File: src/rtl/approx_mac_pkg.sv
// approx_mac_pkg: shared widths, pipeline stage records and sizing helper for approx_conv_mac.
package approx_mac_pkg;

  localparam int OP_W     = 8;
  localparam int PROD_W   = 16;
  // Product columns below this weight are combined with OR instead of being added.
  localparam int LOW_COLS = 4;

  typedef struct packed {
    logic            valid;
    logic            last;
    logic [OP_W-1:0] a;
    logic [OP_W-1:0] b;
  } s1_t;

  typedef struct packed {
    logic              valid;
    logic              last;
    logic [PROD_W-1:0] p;
  } s2_t;

  function automatic int min_acc_w(input int klen);
    return PROD_W + $clog2(klen);
  endfunction

endpackage

File: src/rtl/approx_8x8.sv
// approx_8x8: unsigned 8x8 approximate multiplier; the low partial-product columns are
// OR-merged (no carries), the remaining columns are summed exactly.
module approx_8x8
  import approx_mac_pkg::*;
(
  input  logic [OP_W-1:0]   a_i,
  input  logic [OP_W-1:0]   b_i,
  output logic [PROD_W-1:0] p_o
);

  logic [PROD_W-1:0] hi_sum;
  logic [PROD_W-1:0] lo_or;

  // NOTE: every variable written in a combinational block gets a default first, so no
  // path leaves it unassigned and no latch is inferred.
  always_comb begin
    hi_sum = '0;
    lo_or  = '0;
    for (int i = 0; i < OP_W; i++) begin
      for (int j = 0; j < OP_W; j++) begin
        if (i + j < LOW_COLS) begin
          lo_or = lo_or | (PROD_W'(a_i[i] & b_i[j]) << (i + j));
        end else begin
          hi_sum = hi_sum + (PROD_W'(a_i[i] & b_i[j]) << (i + j));
        end
      end
    end
  end

  // hi_sum has no weight below LOW_COLS, so the OR is an exact concatenation.
  assign p_o = hi_sum | lo_or;

endmodule

File: src/rtl/approx_conv_mac.sv
// approx_conv_mac: 3-stage approximate MAC (S1 operands, S2 product, S3 window accumulate).
// Build macro MAC_SAT_EN: saturating accumulator and per-window out_sat flag.
module approx_conv_mac
  import approx_mac_pkg::*;
#(
  parameter int KLEN  = 9,
  parameter int ACC_W = 20
) (
  input  logic             clk,
  input  logic             rst_n,
  input  logic             flush,
  input  logic             in_valid,
  output logic             in_ready,
  input  logic [OP_W-1:0]  in_a,
  input  logic [OP_W-1:0]  in_b,
  output logic             out_valid,
  input  logic             out_ready,
  output logic [ACC_W-1:0] out_sum,
  output logic             out_sat
);

  localparam int               IDX_W    = (KLEN > 1) ? $clog2(KLEN) : 1;
  localparam logic [IDX_W-1:0] IDX_LAST = IDX_W'(KLEN - 1);

  if (KLEN < 1 || KLEN > 1024) begin : g_klen_range
    $error("approx_conv_mac: KLEN must be within 1..1024");
  end
  if (ACC_W < PROD_W) begin : g_acc_min
    $error("approx_conv_mac: ACC_W must be at least PROD_W");
  end
  if (ACC_W < min_acc_w(KLEN)) begin : g_acc_narrow
    $info("approx_conv_mac: ACC_W below PROD_W+clog2(KLEN), window sums can overflow");
  end

  logic             ready_en_q;
  logic [IDX_W-1:0] idx_q, idx_d;
  s1_t              s1_q, s1_d;
  s2_t              s2_q, s2_d;
  logic [ACC_W-1:0] acc_q, acc_d;
  logic             out_valid_q, out_valid_d;
  logic [ACC_W-1:0] out_sum_q, out_sum_d;

  logic              advance;
  logic              accept;
  logic              last_in;
  logic              s3_step;
  logic [PROD_W-1:0] prod;
  logic [ACC_W-1:0]  sum_sel;

  // The whole pipeline freezes while a finished sum waits for the consumer.
  assign advance = !out_valid_q || out_ready;
  assign in_ready = ready_en_q && advance && !flush;
  assign accept   = in_valid && in_ready;
  assign last_in  = (idx_q == IDX_LAST);
  assign s3_step  = !flush && advance && s2_q.valid;

  approx_8x8 u_mult (
    .a_i (s1_q.a),
    .b_i (s1_q.b),
    .p_o (prod)
  );

`ifdef MAC_SAT_EN
  logic [ACC_W:0] sum_full;
  logic           win_sat;
  logic           sat_q;
  logic           out_sat_q;

  assign sum_full = {1'b0, acc_q} + (ACC_W + 1)'(s2_q.p);
  assign sum_sel  = sum_full[ACC_W] ? {ACC_W{1'b1}} : sum_full[ACC_W-1:0];
  assign win_sat  = sat_q | sum_full[ACC_W];

  always_ff @(posedge clk or negedge rst_n) begin
    if (!rst_n) begin
      sat_q     <= 1'b0;
      out_sat_q <= 1'b0;
    end else if (flush) begin
      sat_q <= 1'b0;
    end else if (s3_step) begin
      sat_q <= win_sat && !s2_q.last;
      if (s2_q.last) begin
        out_sat_q <= win_sat;
      end
    end
  end

  assign out_sat = out_sat_q;
`else
  assign sum_sel = acc_q + ACC_W'(s2_q.p);
  assign out_sat = 1'b0;
`endif

  always_comb begin
    idx_d       = idx_q;
    s1_d        = s1_q;
    s2_d        = s2_q;
    acc_d       = acc_q;
    out_valid_d = out_valid_q;
    out_sum_d   = out_sum_q;

    if (out_valid_q && out_ready) begin
      out_valid_d = 1'b0;
    end

    if (flush) begin
      // The finished result register survives a flush; only the partial window is dropped.
      idx_d      = '0;
      s1_d.valid = 1'b0;
      s2_d.valid = 1'b0;
      acc_d      = '0;
    end else if (advance) begin
      if (accept) begin
        idx_d = last_in ? '0 : idx_q + IDX_W'(1);
      end
      s1_d.valid = accept;
      s1_d.last  = last_in;
      s1_d.a     = in_a;
      s1_d.b     = in_b;
      s2_d.valid = s1_q.valid;
      s2_d.last  = s1_q.last;
      s2_d.p     = prod;
    end

    if (s3_step) begin
      if (s2_q.last) begin
        out_sum_d   = sum_sel;
        out_valid_d = 1'b1;
        acc_d       = '0;
      end else begin
        acc_d = sum_sel;
      end
    end
  end

  // NOTE: state registers use non-blocking assignments so every flop samples the
  // pre-edge values regardless of statement order.
  always_ff @(posedge clk or negedge rst_n) begin
    if (!rst_n) begin
      ready_en_q  <= 1'b0;
      idx_q       <= '0;
      s1_q        <= '0;
      s2_q        <= '0;
      acc_q       <= '0;
      out_valid_q <= 1'b0;
      out_sum_q   <= '0;
    end else begin
      ready_en_q  <= 1'b1;
      idx_q       <= idx_d;
      s1_q        <= s1_d;
      s2_q        <= s2_d;
      acc_q       <= acc_d;
      out_valid_q <= out_valid_d;
      out_sum_q   <= out_sum_d;
    end
  end

  assign out_valid = out_valid_q;
  assign out_sum   = out_sum_q;

endmodule

File: config.mk
export PLATFORM = sky130hd
export DESIGN_NAME = approx_conv_mac
export DESIGN_NICKNAME = d
export VERILOG_FILES = /design/src/rtl/approx_mac_pkg.sv /design/src/rtl/approx_8x8.sv /design/src/rtl/approx_conv_mac.sv
export SDC_FILE = /design/constraint.sdc
export NUM_CORES = 1
export LEC_CHECK = 0
export CORE_MARGIN = 5
export CORE_UTILIZATION = 55
export DETAILED_ROUTE_END_ITERATION = 10
export HOLD_SLACK_MARGIN = 0.08
export PLACE_DENSITY = 0.76
export SETUP_SLACK_MARGIN = 0.02
export SKIP_LAST_GASP = 1
export SYNTH_ARGS = -nofsm -noshare
export SYNTH_HDL_FRONTEND = slang
export SYNTH_SLANG_ARGS = --single-unit
File: constraint.sdc
create_clock -name clk -period 5.2 [get_ports clk]
set_input_delay 1.04 -clock clk [delete_from_list [all_inputs] [get_ports clk]]
set_output_delay 1.04 -clock clk [all_outputs]
set_load 0.02 [all_outputs]
# Word level (Yosys, flattened, before mapping)
# Cells that the tools add are included.
dict set report op_classes {
  bitwise 75
  reduce_logical 15
  n_eq_ne 1
  mux 14
  add_sub_neg 55
}
# op n
set op_table {}
lappend op_table {{16-bit adder} 34}
lappend op_table {{16-bit OR} 10}
lappend op_table {{16-bit by 12-bit adder with 16-bit output} 4}
lappend op_table {{1-bit AND} 64}
lappend op_table {{20-bit two-way mux} 3}
lappend op_table {{16-bit by 10-bit adder with 16-bit output} 3}
lappend op_table {{18-bit two-way mux} 2}
lappend op_table {{16-bit by 11-bit adder with 16-bit output} 2}
lappend op_table {{16-bit by 13-bit adder with 16-bit output} 2}
lappend op_table {{16-bit by 14-bit adder with 16-bit output} 2}
lappend op_table {{16-bit by 8-bit adder with 16-bit output} 2}
lappend op_table {{16-bit by 9-bit adder with 16-bit output} 2}
lappend op_table {{20-bit by 16-bit adder with 20-bit output} 1}
lappend op_table {{16-bit by 15-bit adder with 16-bit output} 1}
lappend op_table {{16-bit by 7-bit adder with 16-bit output} 1}
lappend op_table {{4-bit two-way mux} 4}
lappend op_table {{1-bit logical AND} 6}
lappend op_table {{2-bit AND reduction} 3}
lappend op_table {{2-bit nonzero test} 3}
lappend op_table {{1-bit two-way mux} 5}
lappend op_table {{4-bit by 1-bit adder with 4-bit output (second input constant)} 1}
lappend op_table {{4-bit == test (second input constant)} 1}
lappend op_table {{1-bit zero test} 2}
lappend op_table {{1-bit logical OR} 1}
lappend op_table {{1-bit NOT} 1}
dict set report word_totals {
  register_bits 82
  elab_cells 172
  output_inout_bits 23
}

# Depth between registers and ports, before layout
dict set report logic_depth {
  word_depth 57
  ltp_mapped 18
}

# By module
# A second synthesis with hierarchy kept.
dict set report hier_totals {
  hier_cells 562
  area_unflattened_um2 5815.6
}
# module cells_each n_inst seq_area_each_um2 area_each_um2
set by_module_without_submodules {}
lappend by_module_without_submodules {approx_conv_mac 383 1 2052.0 4157.7}
lappend by_module_without_submodules {approx_8x8 179 1 0.0 1657.8}

# Worst setup path after synthesis
# No wires, ideal clock.
dict set report synth_timing {
  path_type {flip-flop to flip-flop}
  startpoint {register s1_q[10] (netlist name)}
  endpoint {register s2_q[14] (netlist name)}
  synth_period_minus_slack_ps 4474
  arrival_time_ps 4340
  setup_slack_ps 726
  n_path_buf 1
  stages_incl_launch_ff 17
  path_cell_list {dfrtp_1 clkbuf_1 and2_1 fa_1 fa_1 fa_1 inv_1 fa_1 inv_1 ha_1 a21o_1 a21oi_1 nor2b_1 or4_1 a31oi_1 xor2_1 o21ai_0}
}
dict set report synth_via {
  elab_chain_cells 47
  elab_cells_between_ends 52
}
# element line_no
set synth_lines {}
lappend synth_lines {{start, declared} approx_conv_mac.sv:37} ;# s1_t s1_q, s1_d;
lappend synth_lines {{start signal, assigned} approx_conv_mac.sv:141} ;# s1_q <= '0;
lappend synth_lines {{start signal, assigned} approx_conv_mac.sv:149} ;# s1_q <= s1_d;
lappend synth_lines {{1-bit AND} approx_8x8.sv:24} ;# hi_sum = hi_sum + (PROD_W'(a_i[i] & b_i[j]) << (i + j));
lappend synth_lines {{16-bit adder (5 in series)} approx_8x8.sv:24}
lappend synth_lines {{16-bit adder (*) (15 in series)} approx_8x8.sv:24}
lappend synth_lines {{16-bit by 12-bit adder with 16-bit output (*)} approx_8x8.sv:24}
lappend synth_lines {{16-bit adder (*) (4 in series)} approx_8x8.sv:24}
lappend synth_lines {{16-bit by 10-bit adder with 16-bit output (*)} approx_8x8.sv:24}
lappend synth_lines {{16-bit adder (*)} approx_8x8.sv:24}
lappend synth_lines {{16-bit by 12-bit adder with 16-bit output (*)} approx_8x8.sv:24}
lappend synth_lines {{[10 not listed]} n/a}
lappend synth_lines {{16-bit by 9-bit adder with 16-bit output (*)} approx_8x8.sv:24}
lappend synth_lines {{16-bit by 10-bit adder with 16-bit output (*)} approx_8x8.sv:24}
lappend synth_lines {{16-bit by 11-bit adder with 16-bit output (*)} approx_8x8.sv:24}
lappend synth_lines {{16-bit by 12-bit adder with 16-bit output (*)} approx_8x8.sv:24}
lappend synth_lines {{16-bit by 13-bit adder with 16-bit output (*)} approx_8x8.sv:24}
lappend synth_lines {{16-bit by 14-bit adder with 16-bit output (*)} approx_8x8.sv:24}
lappend synth_lines {{16-bit by 15-bit adder with 16-bit output (*)} approx_8x8.sv:24}
lappend synth_lines {{16-bit OR (*)} approx_8x8.sv:31} ;# assign p_o = hi_sum | lo_or;
lappend synth_lines {{end signal, assigned} approx_conv_mac.sv:142} ;# s2_q <= '0;
lappend synth_lines {{end signal, assigned} approx_conv_mac.sv:150} ;# s2_q <= s2_d;
lappend synth_lines {{end, declared} approx_conv_mac.sv:38} ;# s2_t s2_q, s2_d;
# Every way passes the cells marked *; elsewhere a longest branch is shown, timed or not.
# A chain may end at the register's enable or synchronous reset.

# Worst setup path in the final report
dict set report layout_timing {
  startpoint {register s1_q[2] (netlist name)}
  endpoint {register s2_q[14] (netlist name)}
}
dict set report layout_via {
  elab_chain_cells 47
  elab_cells_between_ends 52
}
# element line_no
set layout_lines {}
lappend layout_lines {{1-bit AND} approx_8x8.sv:24}
lappend layout_lines {{16-bit adder (20 in series)} approx_8x8.sv:24}
lappend layout_lines {{16-bit by 12-bit adder with 16-bit output} approx_8x8.sv:24}
lappend layout_lines {{16-bit adder (4 in series)} approx_8x8.sv:24}
lappend layout_lines {{16-bit by 10-bit adder with 16-bit output} approx_8x8.sv:24}
lappend layout_lines {{16-bit adder} approx_8x8.sv:24}
lappend layout_lines {{16-bit by 12-bit adder with 16-bit output} approx_8x8.sv:24}
lappend layout_lines {{16-bit adder} approx_8x8.sv:24}
lappend layout_lines {{[9 not listed]} n/a}
lappend layout_lines {{16-bit by 9-bit adder with 16-bit output} approx_8x8.sv:24}
lappend layout_lines {{16-bit by 10-bit adder with 16-bit output (*)} approx_8x8.sv:24}
lappend layout_lines {{16-bit by 11-bit adder with 16-bit output (*)} approx_8x8.sv:24}
lappend layout_lines {{16-bit by 12-bit adder with 16-bit output (*)} approx_8x8.sv:24}
lappend layout_lines {{16-bit by 13-bit adder with 16-bit output (*)} approx_8x8.sv:24}
lappend layout_lines {{16-bit by 14-bit adder with 16-bit output (*)} approx_8x8.sv:24}
lappend layout_lines {{16-bit by 15-bit adder with 16-bit output (*)} approx_8x8.sv:24}
lappend layout_lines {{16-bit OR (*)} approx_8x8.sv:31}
# Marks and branches as above.

==> impl_metrics.py <==
metrics = {
    "outcome": {
        "status": "complete, no violations",
    },
    "drt": {
        "num_vias": 4074,
        "drc": 0,
        "wl_um": 11000,
        "first_iter_violations": 210,
        "wl_per_cell_um": 14.7,
        "ant_nets": 0,
        "vias_per_cell": 5.41,
        "first_pass_iters": 6,
    },
    "logic_synthesis": {
        "syn_nets": 681,
        "synth_compound_area_share_pct": 12.2,
        "ys_types": 52,
        "yosysSeqAreaShare_pct": 36.3,
        "syn_inst": 583,
        "synth_fa_ha_area_share_pct": 21.7,
        "syn_area_um2": 5650,
        "synth_mux_area_share_pct": 3.92,
        "yosys.area_share.simple_pct": 16.1,
        "ys_warn_count": 0,
        "avgSynthCellArea_um2": 9.69,
        "synth_top_family_by_area": "adder cells",
        "ys_ff_latch": 82,
        "synthXorXnorAreaFrac_pct": 4.03,
    },
    "clock_tree": {
        "cts_hold_buf": 0,
        "cts_resized": 0,
        "cts_tree": "built",
        "clk-insertion-delay-late_ns": 0.35,
        "clk_pin_slew_ns": 0.08,
        "cts_sinks": 82,
        "cts_buffer_depth": 2,
        "cts_made_buffers": 9,
        "clockRootBuffer": "clkbuf_8",
        "htreeDepth": 3,
        "post_cts_buffers": 0,
    },
    "placed_design": {
        "finalWeightedCongestion": 0.892,
        "port_buffers": 42,
        "dpl.hpwl_um": 8200,
        "dp_slack_ns": 0.506,
    },
    "sta": {
        "fin_skew_ns": 0.0169,
        "fin_hold_ws_ns": 0.478,
        "relSlewSlack_pct": 31.6,
        "fin_crit_sh_pct": 90.2,
        "fin_ws_ns": 0.508,
        "tightest_slew_ns": 1.03,
        "finalHoldViolations": 0,
        "final-max-slew-violation-count": 0,
        "finalSetupTns_ns": 0,
        "min_period_ns": 4.69,
        "fmax_mhz": 213,
        "setup_viol": 0,
        "rsz0062_at_grt": "no",
    },
    "floorplan": {
        "die_area_um2": 12400,
        "coreArea_um2": 10200,
        "rows": 37,
        "io_pins": 44,
        "initial_core_util_pct": 55.5,
        "die_x_um": 111,
        "chipHeight_um": 111,
    },
    "worst_setup_path": {
        "rr_startpoint": "s1_q[2]$_DFFE_PN0P_",
        "slowest_stage": "fa_1",
        "end_kind": "flip-flop",
        "worstPathArrival_ns": 4.90,
        "max_stage_delay_ns": 0.57,
        "cp.required_ns": 5.41,
        "critPathLaunchType": "flip-flop",
        "crit_chain": "and2_1 -> fa_1 -> fa_1 -> fa_1 -> inv_1 -> fa_1 -> inv_1 -> ha_1 -> a21o_1 -> a21oi_1 -> nor2b_1 -> or4_1 -> a31oi_1 -> xor2_1 -> o21ai_0",
        "criticalPathCategory": "flip-flop to flip-flop",
        "cp_max_fo": 9,
        "r2r_end": "s2_q[14]$_DFFE_PN0P_",
        "rrSetupSlack_ns": 0.51,
        "reg2reg_depth": 15,
        "critPathMostFrequentCell": "fa_1",
    },
    "job": {
        "max-cap-violations": 0,
    },
    "finish": {
        "n_antenna_cell": 0,
        "drive_gt1_share_pct": 7.94,
        "nets": 711,
        "area_delta_synth_final_pct": 11.8,
    },
    "hold_path": {
        "min_to": "out_sum[16]$_DFFE_PN0P_",
        "min-delay-start": "out_sum[16]$_DFFE_PN0P_",
        "hold_depth": 2,
        "hp-class": "flip-flop to flip-flop",
    },
    "global_route": {
        "grt_pass1_vias": 4231,
        "grt_pass1_wl_um": 19700,
        "grt_antenna_before_repair": 0,
        "grt-ovfl-total": 0,
        "grt.total_usage_pct": 18.9,
        "grt_max_degree": 83,
    },
    "power": {
        "powerDensity_nw_per_um2": 301,
        "p_leak_nw": 3.17,
        "peakVddDrop_mv": 0.181,
    },
}
==> cells by family after synthesis <==
logic type               count (synthesis)
AO/OA/AOI/OAI                          100
XOR/XNOR                                26
adder cells (fa/ha/maj)                 77
buffers and inverters                   74
flip-flops                              82
multiplexers                            20
other                                    2
AND/OR/NAND/NOR                        202
==> Yosys cell counts, drive strengths merged <==
cell,number,area (um2)
nor3,3,15.0
o21ai,32,168
a21oi,21,120
a222oi,1,10.0
ha,42,526
inv,48,180
buf,7,41.3
o221ai,2,23.8
dfrtp,82,2050
a211oi,3,22.5
or2,1,6.26
a21o,5,37.5
o31ai,3,22.5
and2,38,238
or4,1,7.51
xor2,14,123
clkbuf,19,91.3
o21a,1,7.51
o22ai,1,6.26
nand3,9,50.1
mux2,17,191
a31oi,3,18.8
fa,35,701
nor2,23,86.3
and3,4,25.0
a22o,16,141
xnor2,12,105
mux2i,3,30.0
o211ai,2,15.0
nand4,4,25.0
nand2b,3,18.8
a41o,1,10.0
a21boi,1,11.3
nor2b,2,12.5
o21bai,2,15.0
conb,2,7.51
a22oi,2,15.0
o221a,1,20.0
o41ai,1,8.76
nand2,114,428
a41oi,1,8.76
a221oi,1,8.76
==> per-layer routing <==
layer / routed length, um / track usage [%] / share of wire, %
met3: 300 / 3.32 / 2.7
met1: 5130 / 25.6 / 46
met4: 187 / 4.38 / 1.7
met2: 5420 / 31.8 / 49
met5: 0 / 0 / 0
==> worst max-delay path, delay by kind of cell, from the launching register on <==
family / cells / cell delay (ns)
and+or+nand+nor: 3 / 0.75
AOI/OAI and AO/OA: 4 / 0.68
buffers and inverters: 2 / 0.12
adders and majority gates: 5 / 2.38
DFF: 1 / 0.49
xor gates and xnor gates: 1 / 0.15
==> flip-flops by register name, indices dropped and copies added, names as in the netlist <==
name,cells
out_sum,20
idx_q,4
s2_q,18
ready_en_q,1
s1_q,18
out_valid,1
acc_q,20
==> placed cells by master, fill, tap and decap left out, drive strengths merged, types with 2 or more instances in the layout <==
| master | n |
|---|---|
| o21bai | 2 |
| mux2 | 17 |
| a22o | 16 |
| nand2 | 114 |
| inv | 48 |
| and3 | 4 |
| xor2 | 14 |
| ha | 42 |
| nand4 | 4 |
| xnor2 | 12 |
| clkbuf | 10 |
| o211ai | 2 |
| buf | 4 |
| clkdlybuf4s50 | 41 |
| dfrtp | 82 |
| and2 | 38 |
| mux2i | 3 |
| nand3 | 9 |
| nor3 | 3 |
| clkinv | 3 |
| a31oi | 3 |
| a211oi | 3 |
| a21o | 5 |
| fa | 35 |
| o221ai | 2 |
| o31ai | 3 |
| nand2b | 3 |
| a22oi | 2 |
| nor2 | 23 |
| conb | 2 |
| o21ai | 32 |
| a21oi | 21 |
| nor2b | 2 |
==> area by class of cell <==
cell class / count / area, um2
clock buffer: 10 / 128
clock inverter: 5 / 56.3
fill: 868 / 3870
inverter: 48 / 180
multi-input combinational: 427 / 3290
sequential: 82 / 2050
tap: 136 / 170
timing repair buffer: 45 / 440
==> report_power, final <==
group,switching (W),total [W],internal (W)
Combinational,0.000398,0.000690,0.000292
Clock,0.000231,0.000450,0.000219
Sequential,0.0000618,0.000760,0.000698
==> how the worst max path moves through the flow <==
| stage | startpoint | endpoint | slack [ns] | depth (start not counted) |
|---|---|---|---|---|
| after floorplan | s1_q[10]$_DFFE_PN0P_ | s2_q[14]$_DFFE_PN0P_ | 0.73 | 16 |
| after global placement | s1_q[10]$_DFFE_PN0P_ | s2_q[14]$_DFFE_PN0P_ | 0.64 | 15 |
| after detailed placement | s1_q[10]$_DFFE_PN0P_ | s2_q[14]$_DFFE_PN0P_ | 0.51 | 15 |
| after CTS | s1_q[2]$_DFFE_PN0P_ | s2_q[14]$_DFFE_PN0P_ | 0.48 | 15 |
| after global routing | s1_q[9]$_DFFE_PN0P_ | s2_q[14]$_DFFE_PN0P_ | 0.25 | 15 |
| final | s1_q[2]$_DFFE_PN0P_ | s2_q[14]$_DFFE_PN0P_ | 0.51 | 15 |
==> stage by stage <==
step	instances	utilization (%)	power (W)	cell area (um2)
after detailed placement	738	60.2	0.00147	6130
after global placement	738	60.2	0.00145	6130
after floorplan	583	-	0.00132	5650
after global routing	753	62.0	0.00208	6320
final	753	62.0	0.00190	6320
after CTS	753	62.0	0.00192	6320
(Power assumes the default switching activity.)
